==> src/rtl/popcnt_argmax_seq.sv <==
// -----------------------------------------------------------------------------
// popcnt_argmax_seq
// Sequential argmax over frames of popcount values. One count is consumed per
// input handshake. Up to InCnt counts form a frame, and last_i can close a
// frame early. At the end of each frame the stage reports the position of the
// largest count, the count itself and the frame length. The result is held
// until the consumer accepts it.
//
// Ports
//   clk_i        clock, rising edge
//   rst_ni       asynchronous active-low reset
//   cnt_valid_i  cnt_i / last_i valid
//   cnt_ready_o  stage can accept an element (registered, low while holding)
//   cnt_i        unsigned popcount value
//   last_i       element closes the frame early (qualified by cnt_valid_i)
//   res_valid_o  result valid
//   res_ready_i  consumer accepts result
//   res_idx_o    frame position of the maximum (lowest index on ties)
//   res_max_o    maximum count in the frame
//   res_len_o    number of elements in the frame (1..InCnt)
// -----------------------------------------------------------------------------
module popcnt_argmax_seq #(
    parameter  int InCnt  = 4,
    parameter  int CntWdt = 16,
    localparam int IdxWdt = (InCnt > 2) ? $clog2(InCnt) : 1
) (
    input  logic              clk_i,
    input  logic              rst_ni,
    input  logic              cnt_valid_i,
    output logic              cnt_ready_o,
    input  logic [CntWdt-1:0] cnt_i,
    input  logic              last_i,
    output logic              res_valid_o,
    input  logic              res_ready_i,
    output logic [IdxWdt-1:0] res_idx_o,
    output logic [CntWdt-1:0] res_max_o,
    output logic [IdxWdt:0]   res_len_o
);

    typedef enum logic {
        ST_ACCUM = 1'b0,
        ST_HOLD  = 1'b1
    } state_t;

    localparam logic [IdxWdt-1:0] LAST_POS = IdxWdt'(InCnt - 1);

    state_t              state_r;
    logic [IdxWdt-1:0]   pos_r;
    logic [IdxWdt-1:0]   idx_r;
    logic [CntWdt-1:0]   max_r;

    logic                accept_s;
    logic                take_s;
    logic                frame_end_s;
    logic [IdxWdt-1:0]   nxt_idx_s;
    logic [CntWdt-1:0]   nxt_max_s;
    logic [IdxWdt:0]     len_s;

    // Running-maximum update for the element currently offered. The first
    // element of a frame always seeds the maximum. Later elements replace the
    // maximum only when strictly larger, so ties keep the lowest index.
    always_comb begin
        accept_s    = cnt_valid_i & cnt_ready_o;
        take_s      = 1'b0;
        nxt_idx_s   = idx_r;
        nxt_max_s   = max_r;
        frame_end_s = last_i | (pos_r == LAST_POS);
        len_s       = {1'b0, pos_r} + {{IdxWdt{1'b0}}, 1'b1};
        if ((pos_r == {IdxWdt{1'b0}}) || (cnt_i > max_r)) begin
            take_s    = 1'b1;
            nxt_idx_s = pos_r;
            nxt_max_s = cnt_i;
        end else begin
            take_s    = 1'b0;
            nxt_idx_s = idx_r;
            nxt_max_s = max_r;
        end
    end

    // Frame FSM: accumulate elements, publish the result, hold it until the handshake.
    always_ff @(posedge clk_i or negedge rst_ni) begin
        if (!rst_ni) begin
            state_r     <= ST_ACCUM;
            pos_r       <= {IdxWdt{1'b0}};
            idx_r       <= {IdxWdt{1'b0}};
            max_r       <= {CntWdt{1'b0}};
            cnt_ready_o <= 1'b1;
            res_valid_o <= 1'b0;
            res_idx_o   <= {IdxWdt{1'b0}};
            res_max_o   <= {CntWdt{1'b0}};
            res_len_o   <= {(IdxWdt+1){1'b0}};
        end else begin
            case (state_r)
                ST_ACCUM: begin
                    if (accept_s) begin
                        if (frame_end_s) begin
                            // The closing element is folded straight into the result.
                            res_idx_o   <= nxt_idx_s;
                            res_max_o   <= nxt_max_s;
                            res_len_o   <= len_s;
                            res_valid_o <= 1'b1;
                            cnt_ready_o <= 1'b0;
                            pos_r       <= {IdxWdt{1'b0}};
                            state_r     <= ST_HOLD;
                        end else begin
                            idx_r <= nxt_idx_s;
                            max_r <= nxt_max_s;
                            pos_r <= pos_r + {{(IdxWdt-1){1'b0}}, 1'b1};
                        end
                    end
                end
                ST_HOLD: begin
                    if (res_valid_o && res_ready_i) begin
                        res_valid_o <= 1'b0;
                        cnt_ready_o <= 1'b1;
                        state_r     <= ST_ACCUM;
                    end
                end
                default: begin
                    state_r     <= ST_ACCUM;
                    pos_r       <= {IdxWdt{1'b0}};
                    cnt_ready_o <= 1'b1;
                    res_valid_o <= 1'b0;
                end
            endcase
        end
    end

endmodule

==> config.mk <==
export PLATFORM = sky130hd
export DESIGN_NAME = popcnt_argmax_seq
export DESIGN_NICKNAME = d
export VERILOG_FILES = /design/src/rtl/popcnt_argmax_seq.sv
export SDC_FILE = /design/constraint.sdc
export NUM_CORES = 1
export LEC_CHECK = 0
export ABC_AREA = 1
export CAP_MARGIN = 20
export CELL_PAD_IN_SITES_DETAIL_PLACEMENT = 1
export CELL_PAD_IN_SITES_GLOBAL_PLACEMENT = 1
export CORE_MARGIN = 5
export CORE_UTILIZATION = 34
export CTS_CLUSTER_DIAMETER = 150
export DETAILED_ROUTE_END_ITERATION = 7
export HOLD_SLACK_MARGIN = 0.06
export PLACE_DENSITY = 0.72
export REMOVE_ABC_BUFFERS = 1
export SETUP_SLACK_MARGIN = 0.02
export SYNTH_ARGS = -nofsm -noshare
export SYNTH_HDL_FRONTEND = slang
export SYNTH_SLANG_ARGS = --single-unit
==> constraint.sdc <==
create_clock -name clk_i -period 4.1 [get_ports clk_i]
set_input_delay 1.025 -clock clk_i [delete_from_list [all_inputs] [get_ports clk_i]]
set_output_delay 1.025 -clock clk_i [all_outputs]
set_load 0.03 [all_outputs]
==> impl_metrics.xml, run 1 <==
<?xml version="1.0" encoding="UTF-8"?>
<metrics>
  <group name="detailed_routing">
    <metric name="total_number_of_vias" unit="">2176</metric>
    <metric name="drt_wl_total" unit="um">6570</metric>
    <metric name="drt_iter0_drc" unit="">74</metric>
    <metric name="route.detailed.wl_per_inst" unit="um">14.3</metric>
    <metric name="remaining_drc_errors" unit="">0</metric>
    <metric name="route.antenna.remaining_nets" unit="">0</metric>
    <metric name="drt-vias-per-instance" unit="">4.74</metric>
    <metric name="drtPass1Iterations" unit="">4</metric>
  </group>
  <group name="timing">
    <metric name="finalMaxSlewViolations" unit="">0</metric>
    <metric name="unrepaired_setup_endpoints_after_global_routing" unit="">false</metric>
    <metric name="finalHoldWorstSlack" unit="ns">0.486</metric>
    <metric name="final_hold_viol_count" unit="">0</metric>
    <metric name="post-route-period-util" unit="">0.695</metric>
    <metric name="layout_min_cycle_time" unit="ns">2.85</metric>
    <metric name="final-setup-viol-count" unit="">0</metric>
    <metric name="setup_tns" unit="ns">0</metric>
    <metric name="max_freq" unit="GHz">0.351</metric>
    <metric name="maxSlewHeadroom" unit="">0.587</metric>
    <metric name="post-route-worst-setup-slack" unit="ns">1.25</metric>
    <metric name="max_slew.worst_pin.slew" unit="ns">0.616</metric>
    <metric name="worst_clock_skew" unit="ns">0.00951</metric>
  </group>
  <group name="critical_path">
    <metric name="reg_to_reg_slack_setup" unit="ns">1.98</metric>
    <metric name="endpoint_kind" unit="">register</metric>
    <metric name="crit_start" unit="">cnt_i[11]</metric>
    <metric name="reg2reg_to" unit="">idx_r[1]$_DFFE_PN0P_</metric>
    <metric name="critPathCapture" unit="">idx_r[1]$_DFFE_PN0P_</metric>
    <metric name="worst_path_top_cell_family_by_delay" unit="">simple AND/OR/NAND/NOR gates</metric>
    <metric name="cells_along_the_critical_path" unit="">clkdlybuf4s50_1 &gt; ha_1 &gt; nand4_1 &gt; nor3_2 &gt; nand2_1 &gt; nand2_1 &gt; nand2_4 &gt; nand2_4 &gt; nand2_1 &gt; nand3_1 &gt; nand2_1</metric>
    <metric name="critical_path_arrival" unit="ns">3.04</metric>
    <metric name="max_stage_delay" unit="ns">0.44</metric>
    <metric name="timing_worst_setup_path_type" unit="">in2reg</metric>
    <metric name="ff2ff_path_depth" unit="">7</metric>
    <metric name="crit_path_start_kind" unit="">primary input</metric>
    <metric name="reg2reg_from" unit="">pos_r[0]$_DFFE_PN0P_</metric>
    <metric name="crit_path_frequent_cell" unit="">sky130_fd_sc_hd__nand2_1</metric>
    <metric name="cp.depth" unit="">11</metric>
    <metric name="crit_slowest_cell" unit="">sky130_fd_sc_hd__clkdlybuf4s50_1</metric>
    <metric name="worst-path-buf-inv" unit="">1</metric>
    <metric name="crit_required" unit="ns">4.29</metric>
    <metric name="worst-path-max-fanout" unit="">19</metric>
  </group>
  <group name="logic_synthesis">
    <metric name="postSynthAreaPerCell" unit="sq um">7.66</metric>
    <metric name="yosysUniqueCellTypes" unit="">23</metric>
    <metric name="number_of_standard_cells_after_synthesis" unit="">318</metric>
    <metric name="number_of_synthesis_warnings" unit="">0</metric>
    <metric name="synth.cell_area" unit="sq um">2430</metric>
    <metric name="ys_seq_area_frac" unit="">0.453</metric>
    <metric name="synth_seq_cells" unit="">44</metric>
  </group>
  <group name="min_path">
    <metric name="hold_class" unit="">reg2reg</metric>
  </group>
  <group name="grt">
    <metric name="grt_max_degree" unit="">45</metric>
    <metric name="first_pass_grt_wire_length" unit="um">11600</metric>
    <metric name="sum_of_overflow_across_all_layers_after_global_routing" unit="">0</metric>
    <metric name="grt-busiest-layer" unit="">met2</metric>
    <metric name="global_route.usage.met1" unit="">0.204</metric>
    <metric name="grt_util_all_layers" unit="">0.164</metric>
    <metric name="grt_antenna_before_repair" unit="">0</metric>
    <metric name="global_route.usage.met3" unit="">0.0287</metric>
    <metric name="grt_use_met2" unit="">0.289</metric>
    <metric name="grt_pass1_vias" unit="">2476</metric>
  </group>
  <group name="floorplanning">
    <metric name="floorplan.die_area" unit="sq um">8950</metric>
    <metric name="design.core.area" unit="sq um">6870</metric>
    <metric name="starting_density" unit="">0.354</metric>
    <metric name="design.portCount" unit="">44</metric>
    <metric name="rows" unit="">30</metric>
    <metric name="die_width" unit="um">94.6</metric>
    <metric name="die_y" unit="um">94.6</metric>
  </group>
  <group name="final_layout">
    <metric name="final_layout_size_suffix_gt1_frac" unit="">0.0551</metric>
    <metric name="finalNetCount" unit="">401</metric>
    <metric name="syn2layout_area_growth" unit="%">26.8</metric>
    <metric name="antenna_cells_inserted" unit="">0</metric>
    <metric name="layout.filler_cells" unit="">847</metric>
    <metric name="final_core_utilization" unit="">0.450</metric>
  </group>
  <group name="power_and_ir_drop">
    <metric name="vdd_drop_max" unit="mV">0.288</metric>
    <metric name="cellPowerDensity" unit="nW/um^2">762</metric>
    <metric name="leakagePower" unit="nW">1.65</metric>
  </group>
  <group name="clock_tree">
    <metric name="cts_max_path_buffers" unit="">2</metric>
    <metric name="cts_post_setup_buffers_inserted" unit="">0</metric>
    <metric name="clock_insertion_delay_worst_skew" unit="ns">0.31</metric>
    <metric name="clock_tree.root_cell" unit="">sky130_fd_sc_hd__clkbuf_8</metric>
    <metric name="numCtsBuffers" unit="">5</metric>
    <metric name="cts.hold.buffers_added" unit="">0</metric>
    <metric name="postCtsResizedCells" unit="">0</metric>
    <metric name="clkTransAtPathRegs" unit="ns">0.10</metric>
    <metric name="cts_max_level" unit="">2</metric>
    <metric name="cts_tree" unit="">yes</metric>
    <metric name="numClockSinks" unit="">44</metric>
  </group>
  <group name="job">
    <metric name="max_cap_violations" unit="">0</metric>
  </group>
  <group name="placed_design">
    <metric name="gpl.final_weighted_congestion" unit="">0.761</metric>
    <metric name="io_buffer_count" unit="">43</metric>
    <metric name="setup_slack_placement" unit="ns">0.946</metric>
    <metric name="place_hpwl" unit="um">4460</metric>
  </group>
  <group name="run_status">
    <metric name="status" unit="">completed</metric>
  </group>
</metrics>
worst min path at each step:
stage | cells after the start | slack (ns) | endpoint | start
after floorplan | 2 | 0.45 | idx_r[0]$_DFFE_PN0P_ | idx_r[0]$_DFFE_PN0P_
after global placement | 2 | 0.46 | res_len_o[2]$_DFFE_PN0P_ | res_len_o[2]$_DFFE_PN0P_
after detailed placement | 2 | 0.47 | res_max_o[9]$_DFFE_PN0P_ | res_max_o[9]$_DFFE_PN0P_
after CTS | 2 | 0.49 | res_max_o[6]$_DFFE_PN0P_ | res_max_o[6]$_DFFE_PN0P_
after global routing | 2 | 0.51 | res_max_o[6]$_DFFE_PN0P_ | res_max_o[6]$_DFFE_PN0P_
final | 2 | 0.49 | res_len_o[2]$_DFFE_PN0P_ | res_len_o[2]$_DFFE_PN0P_
power by group:
| part | total [mW] | internal, mW | switching (mW) |
|---|---|---|---|
| combinational | 1.25 | 0.447 | 0.802 |
| sequential | 0.749 | 0.637 | 0.111 |
| clock | 0.357 | 0.184 | 0.173 |
| total | 2.35 | 1.27 | 1.09 |
placed cells by master (no fill, tap or decap), types with 2 or more instances in the layout:
cell type / instances
sky130_fd_sc_hd__clkdlybuf4s50_1: 42
sky130_fd_sc_hd__buf_4: 2
sky130_fd_sc_hd__clkinv_4: 2
sky130_fd_sc_hd__clkbuf_8: 5
sky130_fd_sc_hd__dfrtp_1: 43
sky130_fd_sc_hd__o21ai_0: 6
sky130_fd_sc_hd__a21oi_1: 6
sky130_fd_sc_hd__nor2_1: 6
sky130_fd_sc_hd__inv_1: 45
sky130_fd_sc_hd__inv_2: 2
sky130_fd_sc_hd__nand2_4: 2
sky130_fd_sc_hd__a21o_1: 2
sky130_fd_sc_hd__nand3_1: 56
sky130_fd_sc_hd__ha_1: 18
sky130_fd_sc_hd__nand2_1: 115
cell families (layout without fill, tap and decap cells):
family	count (synthesis)	count (layout)	synth area share
AND/OR/NAND/NOR	184	184	0.326
buffers and inverters	57	102	0.0951
flip-flops	44	44	0.453
adder cells (fa/ha/maj)	18	18	0.0925
AO/OA/AOI/OAI	15	15	0.0334
worst reg2reg max path, cell delays in order, from the launching register on:
cell and delay [ns]:
sky130_fd_sc_hd__dfrtp_1 0.43, sky130_fd_sc_hd__ha_1 0.21, sky130_fd_sc_hd__nor2_1 0.08, sky130_fd_sc_hd__nand2_1 0.06
sky130_fd_sc_hd__buf_4 0.25, sky130_fd_sc_hd__clkinv_1 0.58, sky130_fd_sc_hd__nand3_1 0.31, sky130_fd_sc_hd__nand2_1 0.08
cell type report:
cell class                      count  area [sq um]  area share
Clock inverter                      3          47.5      0.0154
Inverter                           48           180      0.0583
Tap cell                           96           120      0.0389
Multi-Input combinational cell    217          1100       0.357
Sequential cell                    44          1100       0.357
Clock buffer                        5          68.8      0.0223
Timing Repair Buffer               46           468       0.152
cells in the mapped netlist, drive strengths merged:
cell / instances / share of area
nor3: 2 / 0.0062
nand4: 1 / 0.0026
nand2: 117 / 0.19
inv: 47 / 0.072
clkinv: 1 / 0.0015
o21ai: 6 / 0.012
clkbuf: 5 / 0.0077
dfrtp: 43 / 0.44
a21o: 2 / 0.0062
o22ai: 1 / 0.0026
a21oi: 6 / 0.012
dfstp: 1 / 0.011
nand3: 57 / 0.12
buf: 4 / 0.013
nor2: 7 / 0.012
ha: 18 / 0.092
per-stage QoR:
stage | instances | cell area (sq um) | total power, mW
after global routing | 459 | 3090 | 2.58
after floorplan | 309 | 2380 | 1.55
final | 459 | 3090 | 2.35
after detailed placement | 450 | 2940 | 2.01
after CTS | 458 | 3060 | 2.39
after global placement | 450 | 2940 | 1.96
metal layers:
layer / share of wire / routed length, um
met2: 0.49 / 3190
met1: 0.47 / 3100
met4: 0.015 / 99
met5: 0 / 0
met3: 0.028 / 181
sequential cells by signal, indices dropped and copies added (netlist names):
register     flops
cnt_ready_o      1
idx_r            2
max_r           16
pos_r            2
res_idx_o        2
res_len_o        3
res_max_o       16
res_valid_o      1
state_r          1
Power figures use the tool's default switching activity.
==> run 2: changes to the inputs <==
- PLACE_DENSITY: 0.72 -> 0.75
- clock period: 4.1 -> 2.5 ns (I/O delays scaled with it)
==> run 2 against run 1 <==
Sequential share of layout area down 0.33 points. Cell area up 0.93%. Power up 65%. Combinational power up 66%. Clock power up 61%. Worst setup slack worse by 1.0 ns. Core utilization up 0.42 points. Count of clock-buffer cells in the layout unchanged. Critical path depth unchanged. Final cell count up 1.1%. Clock skew down 0.0022 ns. Critical path type unchanged. Largest power group unchanged. Highest routed layer unchanged.
==> impl_metrics.xml, run 2 (same netlist as run 1, synthesis figures left out) <==
<?xml version="1.0" encoding="UTF-8"?>
<metrics>
  <group name="run_status">
    <metric name="status" unit="">completed</metric>
  </group>
  <group name="detailed_routing">
    <metric name="remaining_drc_errors" unit="">0</metric>
    <metric name="drt_iter0_drc" unit="">73</metric>
    <metric name="route.antenna.remaining_nets" unit="">0</metric>
    <metric name="drt_wl_total" unit="um">6370</metric>
    <metric name="drt-vias-per-instance" unit="">4.76</metric>
    <metric name="total_number_of_vias" unit="">2207</metric>
    <metric name="drtPass1Iterations" unit="">4</metric>
    <metric name="route.detailed.wl_per_inst" unit="um">13.7</metric>
  </group>
  <group name="clock_tree">
    <metric name="clkTransAtPathRegs" unit="ns">0.09</metric>
    <metric name="cts_post_setup_buffers_inserted" unit="">0</metric>
    <metric name="cts_tree" unit="">yes</metric>
    <metric name="cts_max_level" unit="">2</metric>
    <metric name="numClockSinks" unit="">44</metric>
    <metric name="postCtsResizedCells" unit="">0</metric>
    <metric name="numCtsBuffers" unit="">5</metric>
    <metric name="clock_tree.root_cell" unit="">sky130_fd_sc_hd__clkbuf_8</metric>
    <metric name="cts.hold.buffers_added" unit="">0</metric>
    <metric name="cts_max_path_buffers" unit="">2</metric>
    <metric name="clock_insertion_delay_worst_skew" unit="ns">0.30</metric>
  </group>
  <group name="final_layout">
    <metric name="layout.filler_cells" unit="">854</metric>
    <metric name="layout_common_cells" unit="">sky130_fd_sc_hd__nand2_1, sky130_fd_sc_hd__nand3_1, sky130_fd_sc_hd__inv_1, sky130_fd_sc_hd__dfrtp_1, sky130_fd_sc_hd__clkdlybuf4s50_1</metric>
    <metric name="finalNetCount" unit="">406</metric>
    <metric name="final_layout_size_suffix_gt1_frac" unit="">0.0679</metric>
    <metric name="design_area" unit="sq um">3120</metric>
    <metric name="antenna_cells_inserted" unit="">0</metric>
    <metric name="final_cells" unit="">464</metric>
    <metric name="syn2layout_area_growth" unit="%">28.0</metric>
    <metric name="layout_commonest_cell" unit="">sky130_fd_sc_hd__nand2_1</metric>
    <metric name="largestRegisters" unit="">max_r (16), res_max_o (16), res_len_o (3)</metric>
  </group>
  <group name="floorplanning">
    <metric name="design.portCount" unit="">44</metric>
    <metric name="die_y" unit="um">94.6</metric>
    <metric name="starting_density" unit="">0.354</metric>
    <metric name="die_width" unit="um">94.6</metric>
    <metric name="rows" unit="">30</metric>
    <metric name="floorplan.die_area" unit="sq um">8950</metric>
    <metric name="design.core.area" unit="sq um">6870</metric>
  </group>
  <group name="placed_design">
    <metric name="placed_cells_incl_taps" unit="">456</metric>
    <metric name="io_buffer_count" unit="">43</metric>
    <metric name="gpl.final_weighted_congestion" unit="">0.768</metric>
    <metric name="setup_slack_placement" unit="ns">-0.0784</metric>
    <metric name="place_hpwl" unit="um">4710</metric>
    <metric name="dpl-instance-area" unit="sq um">3000</metric>
  </group>
  <group name="timing">
    <metric name="post-route-worst-setup-slack" unit="ns">0.247</metric>
    <metric name="finalHoldWorstSlack" unit="ns">0.274</metric>
    <metric name="maxSlewHeadroom" unit="">0.666</metric>
    <metric name="unrepaired_setup_endpoints_after_global_routing" unit="">false</metric>
    <metric name="max_freq" unit="GHz">0.444</metric>
    <metric name="finalMaxSlewViolations" unit="">0</metric>
    <metric name="final_hold_viol_count" unit="">0</metric>
    <metric name="post-route-period-util" unit="">0.901</metric>
    <metric name="max_slew.worst_pin.slew" unit="ns">0.500</metric>
    <metric name="worst_clock_skew" unit="ns">0.00729</metric>
    <metric name="final-setup-viol-count" unit="">0</metric>
    <metric name="layout_min_cycle_time" unit="ns">2.25</metric>
  </group>
  <group name="power_and_ir_drop">
    <metric name="leakagePower" unit="nW">1.67</metric>
    <metric name="cellPowerDensity" unit="nW/um^2">1240</metric>
    <metric name="total_power" unit="mW">3.88</metric>
    <metric name="vdd_drop_max" unit="mV">0.415</metric>
  </group>
  <group name="grt">
    <metric name="grt_antenna_before_repair" unit="">0</metric>
    <metric name="sum_of_overflow_across_all_layers_after_global_routing" unit="">0</metric>
    <metric name="global_route.usage.met3" unit="">0.0295</metric>
    <metric name="grt-busiest-layer" unit="">met2</metric>
    <metric name="global_route.usage.met1" unit="">0.192</metric>
    <metric name="grt_util_all_layers" unit="">0.154</metric>
    <metric name="grt_max_degree" unit="">27</metric>
    <metric name="first_pass_grt_wire_length" unit="um">10900</metric>
    <metric name="grt_pass1_vias" unit="">2376</metric>
    <metric name="grt_use_met2" unit="">0.275</metric>
  </group>
  <group name="min_path">
    <metric name="hold_class" unit="">in2async</metric>
  </group>
  <group name="critical_path">
    <metric name="endpoint_kind" unit="">register</metric>
    <metric name="crit_required" unit="ns">2.69</metric>
    <metric name="critical_path_arrival" unit="ns">2.44</metric>
    <metric name="worst-path-max-fanout" unit="">18</metric>
    <metric name="reg_to_reg_slack_setup" unit="ns">0.63</metric>
    <metric name="crit_path_start_kind" unit="">primary input</metric>
    <metric name="timing_worst_setup_path_type" unit="">in2reg</metric>
  </group>
  <group name="job">
    <metric name="max_cap_violations" unit="">0</metric>
  </group>
</metrics>
run 2: changes by cell type in the layout (fill, tap and decap cells not counted), sizes merged:
cell	previous run	this run
inv	47	48
clkinvlp	0	1
clkinv	3	1
buf	4	9
run 2: area by class of cell:
type / count / area, sq um / area share
tap: 96 / 120 / 0.0385
clock buffer: 5 / 68.8 / 0.0221
timing repair buffer: 51 / 498 / 0.160
clock inverter: 3 / 46.3 / 0.0149
inverter: 48 / 180 / 0.0578
sequential: 44 / 1100 / 0.354
multi-input combinational: 217 / 1100 / 0.353
run 2: path summary, 6_finish.rpt:
| path | from | to | cells after the start |
|---|---|---|---|
| max | cnt_i[15] | max_r[3]$_DFFE_PN0P_ | 11 |
| min | rst_ni | res_max_o[10]$_DFFE_PN0P_ | 1 |
| max reg2reg | max_r[15]$_DFFE_PN0P_ | max_r[3]$_DFFE_PN0P_ | 11 |
| min reg2reg | res_len_o[2]$_DFFE_PN0P_ | res_len_o[2]$_DFFE_PN0P_ | 2 |
| max in group asynchronous | rst_ni | max_r[0]$_DFFE_PN0P_ | 2 |
| min in group clk_i | res_len_o[2]$_DFFE_PN0P_ | res_len_o[2]$_DFFE_PN0P_ | 2 |
run 2: metal layers:
| layer | part of all wire | up-vias |
|---|---|---|
| met1 | 0.45 | 1081 |
| met3 | 0.033 | 4 |
| li1 | - | 1091 |
| met4 | 0.0068 | 0 |
| met2 | 0.51 | 31 |
| met5 | 0 | - |
run 2: through the flow:
step                utilization  setup TNS [ns]
finish                    0.454               0
global route              0.454               0
CTS                       0.454               0
detailed placement        0.437           -1.98
global placement          0.437          -0.404
floorplan                     -               0
run 2: worst max-delay path, cell delays in order:
cell and delay, ns:
sky130_fd_sc_hd__clkdlybuf4s50_1 0.45, sky130_fd_sc_hd__ha_1 0.32, sky130_fd_sc_hd__nand2_1 0.09, sky130_fd_sc_hd__nor3_2 0.25, sky130_fd_sc_hd__nand2_1 0.08, sky130_fd_sc_hd__nand2_1 0.10
sky130_fd_sc_hd__nand2_4 0.07, sky130_fd_sc_hd__nand2_4 0.19, sky130_fd_sc_hd__nand2_1 0.11, sky130_fd_sc_hd__nand3_1 0.09, sky130_fd_sc_hd__nand2_1 0.06
run 2: power by group:
part | total [mW] | internal [mW] | switching [mW] | leakage [nW]
logic | 2.08 | 0.769 | 1.31 | 1.06
clock network | 0.574 | 0.301 | 0.272 | 0.0548
registers | 1.23 | 1.05 | 0.181 | 0.552
total | 3.88 | 2.12 | 1.76 | 1.67
==> run 3: changes to the inputs <==
- ABC_AREA: 1 -> unset
- PLACE_DENSITY: 0.75 -> 0.71
==> run 3 against run 2 <==
Count of clock-buffer cells in the layout rose by 2. Global-route usage fell by 0.35 points. Die area fell by 5.7%. Synthesized cell count fell by 38%. Final cell count fell by 25%. Worst hold slack improved by 0.13 ns. Critical path type unchanged. Largest cell class is now multi-input combinational cells.
==> impl_metrics.xml, run 3 <==
<?xml version="1.0" encoding="UTF-8"?>
<metrics>
  <group name="final_layout">
    <metric name="finalNetCount" unit="">308</metric>
    <metric name="antenna_cells_inserted" unit="">0</metric>
    <metric name="largestRegisters" unit="">max_r (16), res_max_o (16), res_len_o (3)</metric>
    <metric name="final_core_utilization" unit="">0.537</metric>
    <metric name="syn2layout_area_growth" unit="%">51.2</metric>
    <metric name="layout_commonest_cell" unit="">sky130_fd_sc_hd__dfrtp_1</metric>
    <metric name="layout_common_cells" unit="">sky130_fd_sc_hd__dfrtp_1, sky130_fd_sc_hd__clkdlybuf4s50_1, sky130_fd_sc_hd__buf_4, sky130_fd_sc_hd__mux2_4, sky130_fd_sc_hd__nand2b_1</metric>
    <metric name="final_layout_size_suffix_gt1_frac" unit="">0.396</metric>
    <metric name="multi_input_comb_area" unit="sq um">1420</metric>
    <metric name="seq_area" unit="sq um">1100</metric>
    <metric name="design_area" unit="sq um">3450</metric>
    <metric name="layout.filler_cells" unit="">661</metric>
  </group>
  <group name="critical_path">
    <metric name="reg2reg_to" unit="">max_r[4]$_DFFE_PN0P_</metric>
    <metric name="crit_slowest_cell" unit="">sky130_fd_sc_hd__or3_4</metric>
    <metric name="worst_path_top_cell_family_by_delay" unit="">simple AND/OR/NAND/NOR gates</metric>
    <metric name="endpoint_kind" unit="">register</metric>
    <metric name="cells_along_the_critical_path" unit="">dlygate4sd2_1 &gt; ha_4 &gt; nand4_4 &gt; or3_4 &gt; or2_0 &gt; a211o_1 &gt; buf_6 &gt; o221a_1</metric>
    <metric name="worst-path-max-fanout" unit="">6</metric>
    <metric name="crit_required" unit="ns">2.68</metric>
    <metric name="worst-path-buf-inv" unit="">2</metric>
    <metric name="reg2reg_from" unit="">max_r[1]$_DFFE_PN0P_</metric>
    <metric name="timing_worst_setup_path_type" unit="">in2reg</metric>
    <metric name="ff2ff_path_depth" unit="">9</metric>
    <metric name="critical_path_arrival" unit="ns">2.67</metric>
    <metric name="cp.depth" unit="">8</metric>
    <metric name="reg_to_reg_slack_setup" unit="ns">0.04</metric>
    <metric name="max_stage_delay" unit="ns">0.40</metric>
    <metric name="crit_path_start_kind" unit="">primary input</metric>
  </group>
  <group name="detailed_routing">
    <metric name="total_number_of_vias" unit="">1804</metric>
    <metric name="drtPass1Iterations" unit="">4</metric>
    <metric name="drt_iter0_drc" unit="">47</metric>
    <metric name="route.antenna.remaining_nets" unit="">0</metric>
    <metric name="remaining_drc_errors" unit="">0</metric>
    <metric name="drt-vias-per-instance" unit="">5.20</metric>
    <metric name="drt_wl_total" unit="um">6790</metric>
    <metric name="route.detailed.wl_per_inst" unit="um">19.6</metric>
  </group>
  <group name="timing">
    <metric name="maxSlewHeadroom" unit="">0.616</metric>
    <metric name="max_freq" unit="GHz">0.402</metric>
    <metric name="worst_clock_skew" unit="ns">0.00939</metric>
    <metric name="max_slew.worst_pin.slew" unit="ns">0.576</metric>
    <metric name="unrepaired_setup_endpoints_after_global_routing" unit="">true</metric>
    <metric name="layout_min_cycle_time" unit="ns">2.49</metric>
    <metric name="post-route-period-util" unit="">0.995</metric>
    <metric name="final_hold_viol_count" unit="">0</metric>
    <metric name="finalMaxSlewViolations" unit="">0</metric>
    <metric name="final-setup-viol-count" unit="">0</metric>
  </group>
  <group name="power_and_ir_drop">
    <metric name="total_power" unit="mW">1.46</metric>
    <metric name="cellPowerDensity" unit="nW/um^2">423</metric>
    <metric name="leakagePower" unit="nW">1.61</metric>
    <metric name="vdd_drop_max" unit="mV">0.280</metric>
  </group>
  <group name="logic_synthesis">
    <metric name="number_of_synthesis_warnings" unit="">0</metric>
    <metric name="number_of_standard_cells_after_synthesis" unit="">196</metric>
    <metric name="post_synth_xor_area_fraction" unit="">0</metric>
    <metric name="synth-compound-area-share" unit="">0.156</metric>
    <metric name="synth_largest_type_area_fraction" unit="">0.472</metric>
    <metric name="synth_top_area_cell" unit="">sky130_fd_sc_hd__dfrtp_1</metric>
    <metric name="synthAdderAreaFrac" unit="">0.0988</metric>
    <metric name="synth.cell_area" unit="sq um">2280</metric>
    <metric name="postSynthAreaPerCell" unit="sq um">11.6</metric>
    <metric name="yosysUniqueCellTypes" unit="">35</metric>
    <metric name="synth-async-reset-ratio" unit="">1.00</metric>
    <metric name="synth.mux.area_fraction" unit="">0.0889</metric>
    <metric name="synthTopCellsByCount" unit="">sky130_fd_sc_hd__dfrtp_1, sky130_fd_sc_hd__ha_1, sky130_fd_sc_hd__inv_1, sky130_fd_sc_hd__nand2b_1, sky130_fd_sc_hd__mux2_2</metric>
    <metric name="synth.most_common_cell" unit="">sky130_fd_sc_hd__dfrtp_1</metric>
    <metric name="yosys.area_share.simple" unit="">0.122</metric>
    <metric name="synth_enable_flop_cells" unit="">0</metric>
    <metric name="ys_seq_area_frac" unit="">0.484</metric>
    <metric name="synth_ff_type" unit="">sky130_fd_sc_hd__dfrtp_1</metric>
    <metric name="dominant_combinational_cell_family_by_area_after_synthesis" unit="">compound AO/OA/AOI/OAI gates</metric>
    <metric name="synth.top_cells.by_area" unit="">sky130_fd_sc_hd__dfrtp_1, sky130_fd_sc_hd__ha_1, sky130_fd_sc_hd__mux2_2, sky130_fd_sc_hd__nand2b_1, sky130_fd_sc_hd__o221a_1</metric>
    <metric name="synth_seq_cells" unit="">44</metric>
  </group>
  <group name="clock_tree">
    <metric name="numCtsBuffers" unit="">5</metric>
    <metric name="cts_max_level" unit="">2</metric>
    <metric name="cts_tree" unit="">yes</metric>
    <metric name="clock_insertion_delay_worst_skew" unit="ns">0.30</metric>
    <metric name="clkTransAtPathRegs" unit="ns">0.09</metric>
    <metric name="cts_max_path_buffers" unit="">2</metric>
    <metric name="clock_tree.root_cell" unit="">sky130_fd_sc_hd__clkbuf_8</metric>
    <metric name="numClockSinks" unit="">44</metric>
  </group>
  <group name="job">
    <metric name="max_cap_violations" unit="">0</metric>
  </group>
  <group name="grt">
    <metric name="grt_util_all_layers" unit="">0.151</metric>
    <metric name="sum_of_overflow_across_all_layers_after_global_routing" unit="">0</metric>
    <metric name="first_pass_grt_wire_length" unit="um">10100</metric>
    <metric name="grt_max_degree" unit="">45</metric>
    <metric name="grt_pass1_vias" unit="">2040</metric>
    <metric name="grt_antenna_before_repair" unit="">0</metric>
  </group>
  <group name="min_path">
    <metric name="hold_class" unit="">in2async</metric>
  </group>
  <group name="placed_design">
    <metric name="dpl-instance-area" unit="sq um">2940</metric>
    <metric name="place_hpwl" unit="um">4020</metric>
    <metric name="gpl.final_weighted_congestion" unit="">0.746</metric>
    <metric name="io_buffer_count" unit="">43</metric>
  </group>
  <group name="floorplanning">
    <metric name="design.core.area" unit="sq um">6420</metric>
    <metric name="die_y" unit="um">91.9</metric>
    <metric name="starting_density" unit="">0.355</metric>
    <metric name="floorplan.die_area" unit="sq um">8440</metric>
    <metric name="die_width" unit="um">91.9</metric>
    <metric name="design.portCount" unit="">44</metric>
    <metric name="rows" unit="">29</metric>
  </group>
  <group name="run_status">
    <metric name="status" unit="">completed</metric>
  </group>
</metrics>
## run 3: changes by cell type after synthesis, moves of 2 or more
cell,before,now
sky130_fd_sc_hd__inv_1,45,18
sky130_fd_sc_hd__mux2_2,0,17
sky130_fd_sc_hd__clkbuf_1,5,2
sky130_fd_sc_hd__nand3_1,56,2
sky130_fd_sc_hd__nand2_4,2,0
sky130_fd_sc_hd__o221a_1,0,10
sky130_fd_sc_hd__inv_2,2,0
sky130_fd_sc_hd__nand2_1,115,16
sky130_fd_sc_hd__a21oi_1,6,8
sky130_fd_sc_hd__nand2b_1,0,18
sky130_fd_sc_hd__nand4_2,0,2
sky130_fd_sc_hd__o221a_2,0,8
## run 3: repair_timing
item,4_1_cts,5_1_grt
pin swaps,24,30
setup buffers,3,2
endpoints found under the setup margin,36,36
gates cloned,2,0
gates resized for setup,52,54
hold buffers,0,0
endpoints found under the hold margin,0,0
## run 3: cell families after synthesis
group                      after synthesis
AOI/OAI and AO/OA                       40
adders and majority gates               18
buffers and inverters                   24
DFF                                     44
muxes                                   18
and+or+nand+nor                         52
## run 3: metrics by stage
step	hold slack (ns)	setup TNS, ns	instances	setup slack [ns]
3_5_place_dp	0.486	-21.28	332	-0.645
6_report	0.401	0	347	0.0113
5_1_grt	0.467	-0.591	347	-0.0475
2_1_floorplan	0.329	-1.46	190	-0.0708
3_3_place_gp	0.472	-18.79	332	-0.555
4_1_cts	0.419	0	345	0.0200
## run 3: cell type report
type	instances	area share
well taps	77	0.0279
multi-input cells	128	0.411
clock buffers	7	0.0279
clock inverters	1	0.00871
flip-flops and latches	44	0.320
inverters	18	0.0196
repair buffers	72	0.185
## run 3: worst max path at each step
stage / start / end / slack, ns
5_1_grt: max_r[4]$_DFFE_PN0P_ / max_r[8]$_DFFE_PN0P_ / -0.05
6_report: cnt_i[12] / res_max_o[15]$_DFFE_PN0P_ / 0.01
4_1_cts: cnt_i[5] / res_max_o[15]$_DFFE_PN0P_ / 0.02
2_1_floorplan: cnt_i[1] / idx_r[0]$_DFFE_PN0P_ / -0.07
3_3_place_gp: cnt_i[1] / res_max_o[15]$_DFFE_PN0P_ / -0.55
3_5_place_dp: cnt_i[1] / res_max_o[11]$_DFFE_PN0P_ / -0.64
## run 3: metal layers
| layer | vias to the layer above | wire length [um] | track usage | share of wire |
|---|---|---|---|---|
| met3 | 11 | 272 | 0.0319 | 0.040 |
| li1 | 847 | - | - | - |
| met4 | 0 | 142 | 0.0656 | 0.021 |
| met1 | 908 | 2930 | 0.178 | 0.43 |
| met2 | 38 | 3440 | 0.263 | 0.51 |
| met5 | - | 0 | 0 | 0 |
## run 3: report_power, final
group          leakage, nW  switching [mW]  internal [mW]
logic                0.941          0.0674         0.0643
registers            0.606               0          0.711
clock network       0.0645           0.261          0.353
total                 1.61           0.328           1.13
## run 3: worst register-to-register path: cells and delay by family, from the launching register on
| kind | cells | cell delay (ns) |
|---|---|---|
| AOI/OAI and AO/OA | 4 | 1.02 |
| DFF | 1 | 0.41 |
| muxes | 1 | 0.30 |
| buffers and inverters | 2 | 0.29 |
| adders and majority gates | 1 | 0.20 |
| and+or+nand+nor | 1 | 0.13 |
